## config.mk

```make
export PLATFORM = sky130hd
export DESIGN_NAME = mux4_rr_arbiter
export DESIGN_NICKNAME = d
export VERILOG_FILES = /design/src/rtl/mux_arb_pkg.sv /design/src/rtl/rr_pick4.sv /design/src/rtl/mux4_rr_arbiter.sv
export SDC_FILE = /design/constraint.sdc
export NUM_CORES = 1
export LEC_CHECK = 0
export ABC_AREA = 0
export CAP_MARGIN = 25
export CORE_MARGIN = 2
export CORE_UTILIZATION = 30
export CTS_CLUSTER_DIAMETER = 60
export DETAILED_ROUTE_END_ITERATION = 12
export GPL_TIMING_DRIVEN = 0
export HOLD_SLACK_MARGIN = 0.08
export PLACE_DENSITY = 0.64
export RECOVER_POWER = 100
export SLEW_MARGIN = 20
export SYNTH_ARGS = -nofsm -noshare
export SYNTH_HDL_FRONTEND = slang
export SYNTH_HIERARCHICAL = 1
export SYNTH_SLANG_ARGS = --single-unit
```

## constraint.sdc

```tcl
create_clock -name clk -period 3.55 [get_ports clk]
set_clock_uncertainty 0.05 [all_clocks]
set_input_delay 0.71 -clock clk [delete_from_list [all_inputs] [get_ports clk]]
set_output_delay 0.71 -clock clk [all_outputs]
set_load 0.01 [all_outputs]
```

## src/rtl/mux_arb_pkg.sv

```systemverilog
// Shared types and helpers for the 4-way round-robin mux arbiter.
package mux_arb_pkg;

  localparam int unsigned NREQ = 4;

  typedef enum logic {
    IDLE  = 1'b0,
    GRANT = 1'b1
  } state_t;

  function automatic logic [NREQ-1:0] onehot4(input logic [1:0] idx);
    return NREQ'(1) << idx;
  endfunction

endpackage

```

## src/rtl/rr_pick4.sv

```systemverilog
// Combinational rotating-priority picker: first asserted req starting at ptr.
module rr_pick4 (
  input  logic [3:0] req,
  input  logic [1:0] ptr,
  output logic       any,
  output logic [1:0] idx
);

  logic [1:0] k;

  // Walk offsets from farthest to nearest so the nearest hit wins.
  always_comb begin
    any = |req;
    idx = ptr;
    k   = ptr;
    for (int i = 3; i >= 0; i--) begin
      k = ptr + 2'(i);
      if (req[k]) idx = k;
    end
  end

endmodule

```

## src/rtl/mux4_rr_arbiter.sv

```systemverilog
// Round-robin arbiter owning a shared 4:1 single-bit mux; grants are bounded
// by HOLD_MAX cycles and hand off directly without an idle bubble.
module mux4_rr_arbiter
  import mux_arb_pkg::*;
#(
  parameter  int unsigned HOLD_MAX = 4,
  localparam int unsigned CW       = $clog2(HOLD_MAX + 1)
) (
  input  logic            clk,
  input  logic            rst_n,
  input  logic [3:0]      req,
  input  logic [3:0]      d,
  output logic [1:0]      sel,
  output logic [3:0]      gnt,
  output logic            busy,
  output logic            y,
  output logic [CW-1:0]   hold_cnt
);

  state_t          state, state_n;
  logic [1:0]      ptr, ptr_n, pick_ptr, win, sel_n;
  logic [3:0]      gnt_n;
  logic            busy_n, any, rel;
  logic [CW-1:0]   cnt_n;

  assign rel = !req[sel] || (hold_cnt == CW'(HOLD_MAX - 1));

  // On release the owner drops to lowest priority before re-arbitration.
  always_comb begin
    pick_ptr = ptr;
    if (state == GRANT && rel) pick_ptr = sel + 2'd1;
  end

  rr_pick4 u_pick (
    .req (req),
    .ptr (pick_ptr),
    .any (any),
    .idx (win)
  );

  always_ff @(posedge clk or negedge rst_n) begin
    if (!rst_n) begin
      state    <= IDLE;
      ptr      <= 2'd0;
      sel      <= 2'd0;
      gnt      <= 4'd0;
      busy     <= 1'b0;
      hold_cnt <= '0;
    end else begin
      state    <= state_n;
      ptr      <= ptr_n;
      sel      <= sel_n;
      gnt      <= gnt_n;
      busy     <= busy_n;
      hold_cnt <= cnt_n;
    end
  end

  always_comb begin
    state_n = state;
    ptr_n   = ptr;
    sel_n   = sel;
    gnt_n   = gnt;
    busy_n  = busy;
    cnt_n   = hold_cnt;
    unique case (state)
      IDLE: begin
        if (any) begin
          state_n = GRANT;
          sel_n   = win;
          gnt_n   = onehot4(win);
          busy_n  = 1'b1;
          cnt_n   = '0;
        end
      end
      GRANT: begin
        if (!rel) begin
          cnt_n = hold_cnt + CW'(1);
        end else begin
          ptr_n = pick_ptr;
          cnt_n = '0;
          if (any) begin
            sel_n  = win;
            gnt_n  = onehot4(win);
            busy_n = 1'b1;
          end else begin
            state_n = IDLE;
            gnt_n   = 4'd0;
            busy_n  = 1'b0;
          end
        end
      end
      default: state_n = IDLE;
    endcase
  end

  // sel is registered, so y only moves with d or at a clock edge.
  assign y = busy & d[sel];

endmodule

```

==> results.yml <==
outcome:
  outcome: "finished clean"
placement:
  gp_congestion: 0.749
  io_buffers: 20
  dp_hpwl_mm: 1.22
synth:
  yosysMostFrequentCell: "dfrtp_1"
  synth_edf_count: 0
  synth_commonest_cells: "13 x dfrtp_1, 7 x inv_1, 5 x a32o_1, 5 x nand2_1, 4 x o21ai_0"
  synth_top_area_share_pct: 42.8
  synth_area_leaders: "dfrtp_1 43%, a32o_1 6.6%, a21boi_4 4.9%"
  synth_cells: 65
  ys_seq_area_share_pct: 42.8
  synth_cell_types: 28
  synth_warnings: 6
  synth_async_sr_flop_share_pct: 100
  synth_area_um2: 761
  synth_nets: 77
  ys.flop_type: "dfrtp_1"
  syn_area_per_cell_um2: 11.7
  ys_ff_latch: 13
  post-synth-top-area-cell: "dfrtp_1"
pwr:
  ir_drop_uv: 409
  switching_power_uw: 331
  internal_power_uw: 543
  p_comb_share_pct: 61.0
  swShare_pct: 37.9
  seqPwrFrac_pct: 28.4
  p_leak_uw: 0.000482
  p_clk_share_pct: 10.6
  powerDensity_nw_per_um2: 847
  total_power_uw: 874
critical_path:
  critPathCaptureType: "flip-flop"
  slowest_stage: "mux4_2"
  cp_max_fo: 7
  rrSetupSlack_ps: 630
  crit_path_max_incr_delay_ps: 600
  r2r_end: "gnt[1]"
  critPathBufInv: 2
  critical_path_class: "in2reg"
  critPathArrivalTime_ps: 3510
  timing.rr.start: "sel[0]"
  crit_required_ps: 3660
  cp_top_family: "simple AND/OR/NAND/NOR gates"
  reg2reg_depth: 9
  start_kind: "input port"
  path_cells: "clkdlybuf4s50_1 > mux4_2 > a21boi_4 > mux2i_1 > and2b_2 > or4_1 > nand2_1 > inv_1 > a32o_1"
grt:
  grt_util_all_layers_pct: 11.8
  grt_first_pass_wirelength_mm: 2.44
  antenna_found_initial: 0
  grt_max_degree: 14
  grt_pass1_vias: 577
  grt-ovfl-total: 0
cts:
  tritoncts: "yes"
  cts_max_level: 1
  clock_path_buffers: 2
  clock_latency_ps: 270
  numClockSinks: 13
  clockRootBuffer: "clkbuf_4"
  clk_pin_slew_ps: 80
  cts_buffers: 3
  cts_hold_buf: 0
min_path:
  min_path_cells: 1
  hold_path.class: "reg2reg"
  hold_end: "gnt[1]"
  worstHoldStart: "gnt[1]"
timing:
  tightest_slew_ps: 819
  period_share_pct: 95.6
  slew_headroom_pct: 44.9
  hold_viol: 0
  period_needed_ps: 3390
  setup_viol: 0
  fmax_mhz: 295
  slew_viol_final: 0
  rsz0062_at_grt: "no"
  hold_ws_ps: 446
floorplan:
  die_w_um: 54.4
  die_h_um: 54.4
  start_util_pct: 31.3
  fp.dieArea_um2: 2950
  core_area_um2: 2430
  ios: 21
  rows: 18
run:
  maxCapViolations: 0
drt:
  ant_nets: 0
  drc: 0
  dr.pass1.iters: 4
  drt-total-wl_mm: 1.59
  drt_iter0_drc: 5
  wire_per_inst_um: 13.0
  vias_per_cell: 4.86
  num_vias: 593
finish:
  syn_to_final_growth_pct: 35.7
  antennaDiodeCount: 0
  drive_gt1_share_pct: 14.1
  fin_nets: 105
worst max path at each step:
stage | from | end | cells past startpoint
2_1_floorplan | req[3] | gnt[0] | 8
3_3_place_gp | req[3] | gnt[1] | 9
3_5_place_dp | req[3] | gnt[1] | 9
4_1_cts | req[3] | gnt[1] | 9
5_1_grt | req[3] | gnt[1] | 9
6_report | req[3] | gnt[1] | 9
placed cells by master (no fill, tap or decap), types with 2 or more instances in the layout:
cell / netlist / final
dfrtp_1: 13 / 13
a32o_1: 5 / 5
ha_1: 2 / 2
nand2_1: 5 / 5
dlygate4sd3_1: 0 / 12
clkbuf_4: 0 / 4
inv_1: 7 / 7
clkdlybuf4s50_1: 0 / 8
mux2i_1: 2 / 2
o21ai_0: 4 / 4
and2b_2: 2 / 2
nor2_1: 3 / 3
mux2_1: 2 / 3
buf_4: 0 / 2
layer usage:
layer / up-vias / GRT usage, % / routed length [µm]
li1: 292 / - / -
met1: 286 / 13.0 / 704
met2: 13 / 20.9 / 802
met3: 2 / 1.91 / 60
met4: 0 / 7.50 / 22
met5: - / 0 / 0
power groups by stage:
| stage | clock (µW) | combinational [µW] | sequential, µW |
|---|---|---|---|
| 2_1_floorplan | 0 | 350 | 268 |
| 3_3_place_gp | 0 | 535 | 252 |
| 3_5_place_dp | 0 | 547 | 255 |
| 4_1_cts | 98.0 | 548 | 252 |
| 5_1_grt | 102 | 587 | 256 |
| 6_report | 92.5 | 534 | 248 |
flip-flops by register name (all words and copies together), names as in the netlist:
| signal | flops |
|---|---|
| ptr | 2 |
| state | 1 |
| busy | 1 |
| sel | 2 |
| hold_cnt | 3 |
| gnt | 4 |
layout make-up:
class	instances	area (µm²)
fill	244	1400
multi-input combinational	44	383
sequential	13	325
timing repair buffer	23	223
tap	30	37.5
clock buffer	4	26.3
inverter	7	26.3
buffer	1	11.3
timing repair:
item                                    CTS  global route
buffers inserted                          0             3
resized for setup                         0             1
endpoints found under the setup margin    0             2
logic make-up after synthesis:
group	count (synthesis)	share of synthesized area (%)
flops	13	42.8
buf+inv	8	4.93
fa+ha+maj	2	3.29
xor+xnor	1	1.15
mux	8	16.0
compound gates	16	19.4
simple gates	17	12.5
metrics by stage:
step                      cells  utilization, %  TNS, ps  cell area [µm²]  setup slack (ps)
final                       122            42.4        0             1030               157
after global routing        122            42.4        0             1030              47.7
after CTS                   119            42.1        0             1020              29.5
after detailed placement    115            41.0     -708              998              -249
after global placement      115            41.0     -613              998              -230
after floorplan              65               -        0              761               536
(Power assumes the default switching activity.)
